<file path="src/rtl/reg_scrub_pkg.sv">
// Shared types and constants for the background ECC register scrubber.
package reg_scrub_pkg;

  typedef enum logic [2:0] {
    ST_IDLE,
    ST_READ,
    ST_WAIT,
    ST_WBACK,
    ST_NEXT
  } state_t;

  localparam logic [1:0] ERR_NONE   = 2'b00;
  localparam logic [1:0] ERR_CORR   = 2'b01;
  localparam logic [1:0] ERR_UNCORR = 2'b10;

  localparam int TIMEOUT_DEFAULT = 15;

endpackage

</file>
<file path="src/rtl/reg_scrubber_sat_counter.sv">
// Parameterized-width event counter that sticks at all-ones instead of wrapping.
module sat_counter #(
  parameter int WIDTH = 32
) (
  input  logic             clk_i,
  input  logic             rst_i,
  input  logic             inc_i,
  output logic [WIDTH-1:0] count_o
);

  function automatic logic [WIDTH-1:0] sat_inc(input logic [WIDTH-1:0] v);
    return (&v) ? v : v + WIDTH'(1);
  endfunction

  always_ff @(posedge clk_i) begin
    if (!rst_i) begin
      count_o <= '0;
    end else if (inc_i) begin
      count_o <= sat_inc(count_o);
    end
  end

endmodule

</file>
<file path="src/rtl/reg_scrubber.sv">
// Background ECC scrubber in front of register_file; yields to host traffic.
// Define REG_SCRUB_WRITEBACK_EN to repair corrected words; otherwise detect-only.
module reg_scrubber
  import reg_scrub_pkg::*;
#(
  parameter int WORD_SIZE   = 32,
  parameter int REGISTERS   = 32,
  parameter int REGDIRSIZE  = 5,
  parameter int COUNTERSIZE = 32,
  parameter int INTERVAL_W  = 16,
  parameter int TIMEOUT     = TIMEOUT_DEFAULT
) (
  input  logic                   clk_i,
  input  logic                   rst_i,
  input  logic                   enable_i,
  input  logic [INTERVAL_W-1:0]  interval_i,
  input  logic                   host_busy_i,
  input  logic                   host_wr_i,
  input  logic [REGDIRSIZE-1:0]  host_addr_i,
  output logic                   rf_req_o,
  output logic                   rf_we_o,
  output logic [REGDIRSIZE-1:0]  rf_addr_o,
  output logic [WORD_SIZE-1:0]   rf_wdata_o,
  input  logic [WORD_SIZE-1:0]   rf_rdata_i,
  input  logic                   rf_rvalid_i,
  input  logic [1:0]             rf_err_i,
  output logic [COUNTERSIZE-1:0] corrected_cnt_o,
  output logic [COUNTERSIZE-1:0] uncorr_cnt_o,
  output logic [REGDIRSIZE-1:0]  last_err_addr_o,
  output logic                   busy_o,
  output logic                   err_pulse_o
);

  localparam int TO_W = (TIMEOUT > 1) ? $clog2(TIMEOUT) : 1;

  state_t                state, state_nxt;
  logic [REGDIRSIZE-1:0] ptr;
  logic [INTERVAL_W-1:0] ival_cnt;
  logic [TO_W-1:0]       to_cnt;
  logic                  start, timeout, rsp_corr, rsp_bad;
  logic                  cancel, wb_go, go_wback;

  assign start    = enable_i && !host_busy_i && (ival_cnt >= interval_i);
  assign timeout  = (state == ST_WAIT) && !rf_rvalid_i && (to_cnt == TO_W'(TIMEOUT - 1));
  assign rsp_corr = (state == ST_WAIT) && rf_rvalid_i && (rf_err_i == ERR_CORR);
  assign rsp_bad  = (state == ST_WAIT) && rf_rvalid_i &&
                    (rf_err_i != ERR_NONE) && (rf_err_i != ERR_CORR);
  assign go_wback = rsp_corr && !cancel;

`ifdef REG_SCRUB_WRITEBACK_EN
  logic                 hazard, dirty;
  logic [WORD_SIZE-1:0] wb_data;

  // A host write to the word being scrubbed makes our corrected copy stale.
  assign hazard = host_wr_i && (host_addr_i == ptr) &&
                  ((state == ST_WAIT) || (state == ST_WBACK));
  assign cancel = hazard || dirty;
  assign wb_go  = (state == ST_WBACK) && !host_busy_i && !cancel;

  always_ff @(posedge clk_i) begin
    if (!rst_i) begin
      dirty <= 1'b0;
    end else if (state == ST_NEXT) begin
      dirty <= 1'b0;
    end else if (hazard) begin
      dirty <= 1'b1;
    end
  end

  always_ff @(posedge clk_i) begin
    if (rsp_corr) begin
      wb_data <= rf_rdata_i;
    end
  end

  assign rf_we_o    = wb_go;
  assign rf_wdata_o = wb_go ? wb_data : '0;
`else
  logic unused_inputs;

  assign unused_inputs = ^{host_wr_i, host_addr_i, rf_rdata_i};
  assign cancel        = 1'b1;
  assign wb_go         = 1'b0;
  assign rf_we_o       = 1'b0;
  assign rf_wdata_o    = '0;
`endif

  always_comb begin
    state_nxt = state;
    rf_req_o  = 1'b0;
    case (state)
      ST_IDLE:  if (start) state_nxt = ST_READ;
      ST_READ: begin
        rf_req_o  = 1'b1;
        state_nxt = ST_WAIT;
      end
      ST_WAIT: begin
        if (rf_rvalid_i)  state_nxt = go_wback ? ST_WBACK : ST_NEXT;
        else if (timeout) state_nxt = ST_NEXT;
      end
      ST_WBACK: begin
        rf_req_o = wb_go;
        if (cancel || !host_busy_i) state_nxt = ST_NEXT;
      end
      ST_NEXT:  state_nxt = ST_IDLE;
      default:  state_nxt = ST_IDLE;
    endcase
  end

  always_ff @(posedge clk_i) begin
    if (!rst_i) begin
      state           <= ST_IDLE;
      ptr             <= '0;
      ival_cnt        <= '0;
      to_cnt          <= '0;
      last_err_addr_o <= '0;
    end else begin
      state <= state_nxt;
      if (state == ST_NEXT) begin
        ptr <= (ptr == REGDIRSIZE'(REGISTERS - 1)) ? '0 : ptr + REGDIRSIZE'(1);
      end
      if ((state == ST_NEXT) || ((state == ST_IDLE) && !enable_i)) begin
        ival_cnt <= '0;
      end else if ((state == ST_IDLE) && !(&ival_cnt)) begin
        ival_cnt <= ival_cnt + INTERVAL_W'(1);
      end
      to_cnt <= (state == ST_WAIT) ? to_cnt + TO_W'(1) : '0;
      if (rsp_corr || rsp_bad || timeout) begin
        last_err_addr_o <= ptr;
      end
    end
  end

  assign rf_addr_o   = ptr;
  assign busy_o      = (state != ST_IDLE);
  assign err_pulse_o = rsp_bad || timeout;

  sat_counter #(.WIDTH(COUNTERSIZE)) u_corr_cnt (
    .clk_i   (clk_i),
    .rst_i   (rst_i),
    .inc_i   (rsp_corr),
    .count_o (corrected_cnt_o)
  );

  sat_counter #(.WIDTH(COUNTERSIZE)) u_uncorr_cnt (
    .clk_i   (clk_i),
    .rst_i   (rst_i),
    .inc_i   (rsp_bad || timeout),
    .count_o (uncorr_cnt_o)
  );

endmodule

</file>
<file path="config.mk">
export PLATFORM = sky130hd
export DESIGN_NAME = reg_scrubber
export DESIGN_NICKNAME = d
export VERILOG_FILES = /design/src/rtl/reg_scrub_pkg.sv /design/src/rtl/reg_scrubber_sat_counter.sv /design/src/rtl/reg_scrubber.sv
export SDC_FILE = /design/constraint.sdc
export NUM_CORES = 1
export LEC_CHECK = 0
export CAP_MARGIN = 20
export CORE_UTILIZATION = 40
export CTS_CLUSTER_SIZE = 30
export DETAILED_ROUTE_END_ITERATION = 12
export GPL_TIMING_DRIVEN = 1
export PLACE_DENSITY = 0.73
export SLEW_MARGIN = 40
export SYNTH_ARGS = -nofsm -noshare
export SYNTH_HDL_FRONTEND = slang
export SYNTH_SLANG_ARGS = --single-unit
</file>
<file path="constraint.sdc">
create_clock -name clk_i -period 2.15 [get_ports clk_i]
set_clock_uncertainty 0.05 [all_clocks]
set_input_delay 0.5375 -clock clk_i [delete_from_list [all_inputs] [get_ports clk_i]]
set_output_delay 0.5375 -clock clk_i [all_outputs]
set_load 0.02 [all_outputs]
</file>
=== After elaboration in Yosys (flattened, before gate mapping) ===
Cells that the tools add are included.

* Bits in registers: 97
* Input port bits: 61
* RAM bits: 0
* Bits in read-only memories: 0
* Memories kept: 0
* Output and inout bits: 110
* Bits in latches: 0
* Logic and storage cells: 61

* Multiplexer cells: 6
* Eq/ne operators: 10
* Div/mod/pow operators: 0
* $add $sub $neg: 5
* $mul: 0
* Order comparisons: 1
* Reductions and logical operators: 29
* Bitwise logic cells: 3
* Shift operators: 0

{| class="wikitable"
|+ Operators by type and width
! kind !! number
|-
| 32-bit by 1-bit adder with 32-bit output, second input constant || 2
|-
| 32-bit AND reduction || 2
|-
| 16-bit by 1-bit adder with 16-bit output, second input constant || 1
|-
| 16-bit >= comparator || 1
|-
| 16-bit AND reduction || 1
|-
| 3-bit one-hot mux with 4 select lines || 1
|-
| 1-bit logical AND || 10
|-
| 3-bit 2-to-1 mux || 3
|-
| 2-bit AND reduction || 4
|-
| 3-bit by 2-bit equality test with 1-bit output, second input constant || 2
|-
| 5-bit by 1-bit adder with 5-bit output, second input constant || 1
|-
| 5-bit equality test, second input constant || 1
|-
| 5-bit 2-to-1 mux || 1
|-
| 4-bit by 1-bit adder with 4-bit output, second input constant || 1
|-
| 4-bit equality test, second input constant || 1
|-
| 1-bit logical NOT || 4
|-
| 1-bit logical OR || 4
|-
| 3-bit by 1-bit equality test with 1-bit output, second input constant || 1
|-
| 3-bit equality test, second input constant || 1
|-
| 3-bit logical NOT || 1
|-
| 3-bit inequality test, second input constant || 1
|-
| 1-bit inverter || 3
|-
| 3-bit nonzero test || 1
|-
| 2-bit by 1-bit equality test with 1-bit output, second input constant || 1
|-
| 5 further kinds || 5
|}

=== Depth between registers and ports, before layout ===
* Depth in word-level cells: 6
* Gate-level depth with buffers: 9
* Depth with buffers taken out: 7

=== Hierarchy ===
Synthesis repeated with hierarchy kept, for this count alone.

* Cell total of the unflattened synthesis: 650
* Area total of the unflattened synthesis: 5526.6 um2

{| class="wikitable"
|+ By module, submodules not included
! module !! cells each !! seq. area each (um2) !! area an instance (um2) !! instances
|-
| sat_counter || 194 || 640.6 || 1646.6 || 2
|-
| reg_scrubber || 262 || 660.6 || 2233.4 || 1
|}

=== Least setup slack after synthesis ===
No wires, ideal clock.

* Path type: reg-to-reg
* Start: register u_uncorr_cnt.count_o[14]
* End: register u_uncorr_cnt.count_o[28]
* Path buffers: 2
* Path slack: -0.133 ns
* Arrival: 2.162 ns
* Clock period less this slack: 2.283 ns
* Stages on the path, launching flop included: 8
* Required time: 2.030 ns
* Setup time: 0.070 ns
* Cells stage by stage: dfxtp_1 -> and4_1 -> clkbuf_1 -> nand4_1 -> or4b_1 -> clkbuf_1 -> or3_1 -> a21oi_1

* Word-level cells in the longest chain between the ends: 3
* Elaborated cells on any way between the ends: 4
* Classes of those cells: 1 x add/sub; 1 x bitwise; 2 x reduce/logical

{| class="wikitable"
|+ Ends and longest elaborated chain
! element !! RTL line !! source
|-
| start, declared || reg_scrubber_sat_counter.sv:8 || <nowiki>output logic [WIDTH-1:0] count_o</nowiki>
|-
| start signal, assigned || reg_scrubber_sat_counter.sv:19 || <nowiki>count_o <= sat_inc(count_o);</nowiki>
|-
| branches (longest 3 deep; another with 32-bit by 1-bit adder with 32-bit output) || - ||
|}

Several ways; the timed one is not identified.
A chain may end at the register's enable or synchronous reset.

=== Worst setup path after layout ===
* Start: register state[2]
* End: register u_uncorr_cnt.count_o[30]

* Word-level cells in the longest chain between the ends: 6
* Elaborated cells on any way between the ends: 8
* Classes of those cells: 1 x eq/ne; 7 x reduce/logical

{| class="wikitable"
|+ Ends and longest elaborated chain
! element !! RTL line !! source
|-
| start, declared || reg_scrubber.sv:36 || <nowiki>state_t state, state_nxt;</nowiki>
|-
| start signal, assigned || reg_scrubber.sv:118 || <nowiki>state <= state_nxt;</nowiki>
|-
| 3-bit by 2-bit equality test with 1-bit output (*) || reg_scrubber.sv:44, reg_scrubber.sv:46 ||
|-
| 1-bit logical AND (2 in a row) || reg_scrubber.sv:46 || <nowiki>assign rsp_bad = (state == ST_WAIT) && rf_rvalid_i &&</nowiki>
|-
| 1-bit logical AND || reg_scrubber.sv:47 || <nowiki>(rf_err_i != ERR_NONE) && (rf_err_i != ERR_CORR);</nowiki>
|-
| 1-bit logical OR (*) || reg_scrubber.sv:148 || <nowiki>.inc_i (rsp_bad || timeout),</nowiki>
|-
| 2-bit AND reduction (no source line) (*) || - ||
|}

Mark *: on every way between the ends. The rest lies on a longest branch, timed or not.

==> impl_metrics.yaml <==
finish:
  final_cell_mix: "buf_4 (101), clkdlybuf4s50_1 (93), dfxtp_1 (84)"
  drive_gt1_share_pct: 24.3
  design_area_sq_um: 7940
  antenna_cells: 0
  syn2layout_area_growth_pct: 48.1
  fin_nets: 931
  stdcell_count: 1024
  final_common_cell: "buf_4"
  utilization_pct: 61.9
floorplan:
  die_y_um: 118
  dieArea_sq_um: 13900
  num_io_pins: 171
  start_util_pct: 41.8
  die_x_um: 118
  row_count: 41
  coreArea_sq_um: 12800
pwr:
  p_total_mw: 3.83
  vdd_drop_max_v: 0.000370
  leakage_nw: 2.92
  p_per_area_nw_per_um2: 482
timing:
  min_period_ps: 2190
  final_hold_viol_count: 0
  worstMarginPinSlew_ps: 584
  finalSetupViolCount: 5
  fin_hold_ws_ps: 405
  maxSlewHeadroom_pct: 61.1
  max_clock_freq_ghz: 0.457
  final.setup.worst_slack_ps: -39.7
  rsz0062_at_grt: "yes"
  tns_ps: -151
  slew_viol_final: 0
  min_period_over_period_pct: 102
critical_path:
  r2r_cells: 6
  cp-end-kind: "flip-flop"
  cp.required_ps: 2380
  critPathArrivalTime_ps: 2420
  path_delay_family: "simple AND/OR/NAND/NOR gates"
  path_max_fanout: 6
  max_stage_delay_ps: 500
  start_kind: "flip-flop"
  r2r_setup_slack_ps: -40
  r2r-start: "state[2]$_SDFFE_PN0P_"
  crit_slowest_cell: "or4b_4"
  crit_chain: "or3b_4 -> a21oi_4 -> buf_6 -> or4b_4 -> or3_4 -> a21oi_2"
  timing.rr.end: "u_uncorr_cnt.count_o[30]$_SDFFE_PN0P_"
  critPathBufInv: 1
  crit_type: "reg2reg"
clock_network:
  insertion_delay_ps: 350
  cts_hold_buf: 0
  ctsHtreeMaxLevel: 3
  cts.clk_slew.worst_paths_ps: 70
  clock_path_buffers: 2
  clock-sinks: 97
  cts-root-buf: "clkbuf_16"
  cts_buffers: 9
  cts_tree: "done"
route:
  vias: 5658
  drtAntennaViolNets: 0
  post-route-drc-count: 0
  dr.pass1.iters: 5
  first_iter_violations: 440
  wl_um: 15500
  vias_per_cell: 5.53
  wire_per_inst_um: 15.2
logic_synthesis:
  yosysUniqueCellTypes: 52
  synthSimpleGateAreaFrac_pct: 28.0
  ys.flop_type: "dfxtp_1"
  yosysSeqAreaShare_pct: 36.2
  synthCells: 655
  synth_top_area_cell: "dfxtp_1"
  synth_top_family_by_area: "simple AND/OR/NAND/NOR gates"
  ys_warn_count: 0
  synth-compound-area-share_pct: 17.0
  synth_edf_count: 0
  synth.area.mux_share_pct: 1.87
  synth_xor_area_share_pct: 2.78
  ys_ff_latch: 97
  yosysTopAreaCellShare_pct: 36.2
  synthesis.area_sq_um: 5360
  synth_area_leaders: "dfxtp_1 (36%), a21oi_1 (6.0%), ha_1 (5.4%)"
  synthArstFlopShare_pct: 0
  synth_fa_ha_area_share_pct: 5.37
  syn_avg_cell_area_sq_um: 8.19
hold_path:
  holdCritStartpoint: "last_err_addr_o[0]$_SDFFE_PN0P_"
  min_to: "last_err_addr_o[0]$_SDFFE_PN0P_"
  whs_path_depth: 2
  hp-class: "reg2reg"
placement:
  post-place-ws_ps: -623
  dpl_cell_area_sq_um: 7080
  place_congestion: 0.858
  dp_hpwl_um: 10800
  dp.cells: 994
  port_buffers: 99
global_route:
  grt.overflow.total: 0
  antenna_found_initial: 0
  top_usage_layer: "met2"
  track_usage_pct: 21.3
  grt_pass1_vias: 5280
  met2_usage_pct: 37.5
  grtUsageMet3_pct: 3.25
  grt_max_degree: 24
  use_met1_pct: 25.4
  grt_pass1_wl_um: 24500
run:
  maxCapViolCount: 0
run_status:
  outcome: "complete, but fails checks"
  violations: "negative setup slack"
[worst max path at each step]
stage	end	cells after the start	start	slack, ps
2_1_floorplan	u_uncorr_cnt.count_o[19]$_SDFFE_PN0P_	7	rf_rvalid_i	-30
3_3_place_gp	u_uncorr_cnt.count_o[20]$_SDFFE_PN0P_	8	rf_rvalid_i	-600
3_5_place_dp	err_pulse_o	5	rf_rvalid_i	-620
4_1_cts	u_uncorr_cnt.count_o[30]$_SDFFE_PN0P_	9	to_cnt[0]$_SDFF_PN0_	-70
5_1_grt	u_uncorr_cnt.count_o[30]$_SDFFE_PN0P_	9	to_cnt[0]$_SDFF_PN0_	-120
6_report	u_uncorr_cnt.count_o[30]$_SDFFE_PN0P_	6	state[2]$_SDFFE_PN0P_	-40
[synth_stat cells (19+ instances only)]
master,instances
a21oi_1,64
clkbuf_1,25
nand2_1,45
buf_4,33
or4_1,19
nand4_1,30
nand3_1,27
dfxtp_1,97
o21ai_0,37
inv_1,30
nor2_1,39
or3_1,28
ha_1,23
[tightest hold or removal path: stages, from the launching register on]
cell and delay, ps:
dfxtp_1 310, nand2_1 50, a21oi_1 50
[state kept, by name, indices dropped and copies added (netlist names)]
| register | flops |
|---|---|
| ival_cnt | 16 |
| last_err_addr_o | 5 |
| rf_addr_o | 5 |
| state | 3 |
| to_cnt | 4 |
| u_corr_cnt.count_o | 32 |
| u_uncorr_cnt.count_o | 32 |
[report_power, final]
part	total (mW)	internal, mW	switching, mW
Combinational	0.186	0.0648	0.121
Clock	1.85	1.14	0.706
Sequential	1.80	1.80	0.00255
[per-layer routing]
layer / routed length (um) / share of wire [%]
met1: 6510 / 42
met2: 7830 / 50
met3: 849 / 5.5
met4: 363 / 2.3
met5: 0 / 0
[logic make-up after synthesis]
family | after synthesis
AO/OA/AOI/OAI | 152
XOR/XNOR | 17
adder cells (fa/ha/maj) | 23
buffers and inverters | 91
flip-flops | 97
multiplexers | 10
other | 1
AND/OR/NAND/NOR | 264
[layout make-up]
cell class / count / area (sq um)
clock buffers: 11 / 233
inverters: 30 / 113
clock inverters: 5 / 104
repair buffers: 210 / 1860
multi-input cells: 499 / 3460
well taps: 172 / 215
flip-flops and latches: 97 / 1960
fillers: 1037 / 4880
[timing repair]
action | 4_1_cts | 5_1_grt
setup buffers | 9 | 5
gates cloned | 0 | 1
pin swaps | 11 | 34
resized for setup | 33 | 74
setup endpoints to repair | 56 | 46
No activity file was read; power rests on OpenSTA's default activity.
==> RTL edit (same settings) <==
The option `REG_SCRUB_WRITEBACK_EN` is turned on by a define.
--- a/src/rtl/reg_scrubber.sv
+++ b/src/rtl/reg_scrubber.sv
@@ -1,5 +1,7 @@
 // Background ECC scrubber in front of register_file; yields to host traffic.
 // Define REG_SCRUB_WRITEBACK_EN to repair corrected words; otherwise detect-only.
+`define REG_SCRUB_WRITEBACK_EN
+
 module reg_scrubber
   import reg_scrub_pkg::*;
 #(
Function: changed (Yosys sat finds a counterexample within 4 cycles, from zero or initial values and one cycle with rst_i low).
==> RTL edit against the unedited design <==
- the run still ends with negative setup slack left
- cell area rose by 29%
- combinational power rose by 14%
- sequential cell count rose by 33
- synthesized area rose by 21%
- total power rose by 45%
- wire length rose by 21%
- sequential power rose by 39%
- setup slack got worse by 510 ps
- global-route usage rose by 1.0 points
==> RTL edit: results (changes against the unedited design) <==
[cells_and_area] filler cell count 1220 [+18%]
[cells_and_area] registers with the most flip-flops u_corr_cnt.count_o (32), u_uncorr_cnt.count_o (32), wb_data (32)
[synthesis] top cells by instance count after synthesis sky130_fd_sc_hd__dfxtp_1 (98), sky130_fd_sc_hd__nor2_1 (60), sky130_fd_sc_hd__nand2_1 (53)
[routing] mean number of vias per cell 5.26 [-4.7%]
[pwr] leakage power summed over all cells 4.14 nW [+42%]
[clock_network] Num CTS Buffers 17 [+8]
[pwr] maximum vdd ir drop 0.505 mV [+37%]
[clock_network] setup bufs post-CTS 6 [-3]
[cells_and_area] fraction of final layout cells sized beyond drive strength 1 26.3% [+2.0 points]
[worst_setup_path] register-to-register setup slack 50 ps [+90 ps]
[synthesis] count of different cell masters after synthesis 60 [+15%]
[place] number of buffer cells added on primary ports 170 [+72%]
[grt] met2 track demand over resource in global routing 38.7% [+1.2 points]
[worst_setup_path] CP max FO 4 [-2]
[clock_network] Clk pin slew, worst setup/hold paths 50 ps [-20 ps]
[synthesis] top cells by area in the synthesized netlist sky130_fd_sc_hd__dfxtp_1 (30%), sky130_fd_sc_hd__edfxtp_1 (15%), sky130_fd_sc_hd__ha_1 (4.4%), sky130_fd_sc_hd__xnor2_1 (4.2%), sky130_fd_sc_hd__a21oi_1 (3.7%)
[outcome] failing checks negative setup slack
[timing] normalized max-slew margin 66.5% [+5.4 points]
[grt] met1 routing resource usage after global routing 26.9% [+1.6 points]
[grt] GR Util All Layers 22.3% [+1.0 points]
[grt] GR Util met3 5.08% [+1.8 points]
[grt] largest net degree at the start of global routing 34 [+42%]
[grt] number of global-route vias before repair 6003 [+14%]
[pwr] design internal power 0.00441 W [+47%]
[timing] final setup violation count 34 [+29]
[clock_network] H-tree Lvls 4 [+1]
[routing] routed via count 6432 [+14%]
[place] DP HPWL 13.5 mm [+25%]
[cells_and_area] number of nets in the final layout 1077 [+16%]
[place] Cells after DPL 1169 [+18%]
[pwr] power dissipated in the clock network 0.00282 W [+52%]
[routing] metal2 WL 9.25 mm [+18%]
[timing] worst-case setup margin in the final layout -550 ps [-510 ps]
[hold_path] type of the tightest min-delay check reg -> reg
[worst_setup_path] CP Data Arrival Time 2110 ps [-310 ps]
[clock_network] clock insertion delay at the later pin of the skew report 420 ps [+70 ps]
[clock_network] Post-CTS Resized 236 [+620%]
[routing] average detailed-routed wire length per instance 15.4 um [+1.2%]
[routing] wire length the detailed router placed on met1 8.17 mm [+26%]
[grt] global-route wire length before repair 29.1 mm [+19%]
[outcome] result of the run finished with violations
[timing] worst-case hold slack 407 ps [+1.46 ps]
[synthesis] Mapped Cells 710 [+8.4%]
## RTL edit: cells by family (layout without fill, tap and decap cells)
logic type / count (synthesis) / after routing / share of synthesized area, %
simple gates: 315 / 315 / 27.4
buf+inv: 53 / 349 / 3.13
fa+ha+maj: 23 / 23 / 4.44
mux: 7 / 7 / 1.08
compound gates: 137 / 137 / 12.7
flops: 130 / 130 / 45.1
xor+xnor: 45 / 45 / 6.08
## RTL edit: critical path: stages
cell and delay, ps:
sky130_fd_sc_hd__clkdlybuf4s15_1 200, sky130_fd_sc_hd__xor2_2 190, sky130_fd_sc_hd__nor4_4 290, sky130_fd_sc_hd__a21oi_2 100, sky130_fd_sc_hd__and4_4 250, sky130_fd_sc_hd__buf_16 150
sky130_fd_sc_hd__buf_6 100, sky130_fd_sc_hd__o21bai_4 160, sky130_fd_sc_hd__buf_6 130
## RTL edit: path summary, 6_finish.rpt
path                            from                endpoint  cells past startpoint
hold / removal    last_err_addr_o[1]      last_err_addr_o[1]                      2
hold reg to reg   last_err_addr_o[1]      last_err_addr_o[1]                      2
setup reg to reg            state[2]  u_corr_cnt.count_o[17]                      7
setup / recovery      host_addr_i[0]                rf_req_o                      9
## RTL edit: final cells by class
class                      count  share of cell area, %
sequential                   130                   28.6
clock inverter                 8                  0.707
timing repair buffer         288                   26.9
multi-input combinational    527                   35.1
clock buffer                  24                   5.00
inverter                      29                   1.11
tap                          216                   2.63
## RTL edit: through the flow
step           TNS, ps  total power [W]  setup WS (ps)  area (um^2)  utilization (%)
2_1_floorplan    -2870          0.00262           -112         6600                -
3_3_place_gp    -64610          0.00276          -1090         9210             58.2
3_5_place_dp    -68290          0.00277          -1140         9210             58.2
4_1_cts         -16980          0.00558           -605         9980             63.1
5_1_grt         -18480          0.00571           -605        10300             64.9
6_report        -16390          0.00554           -550        10300             64.9
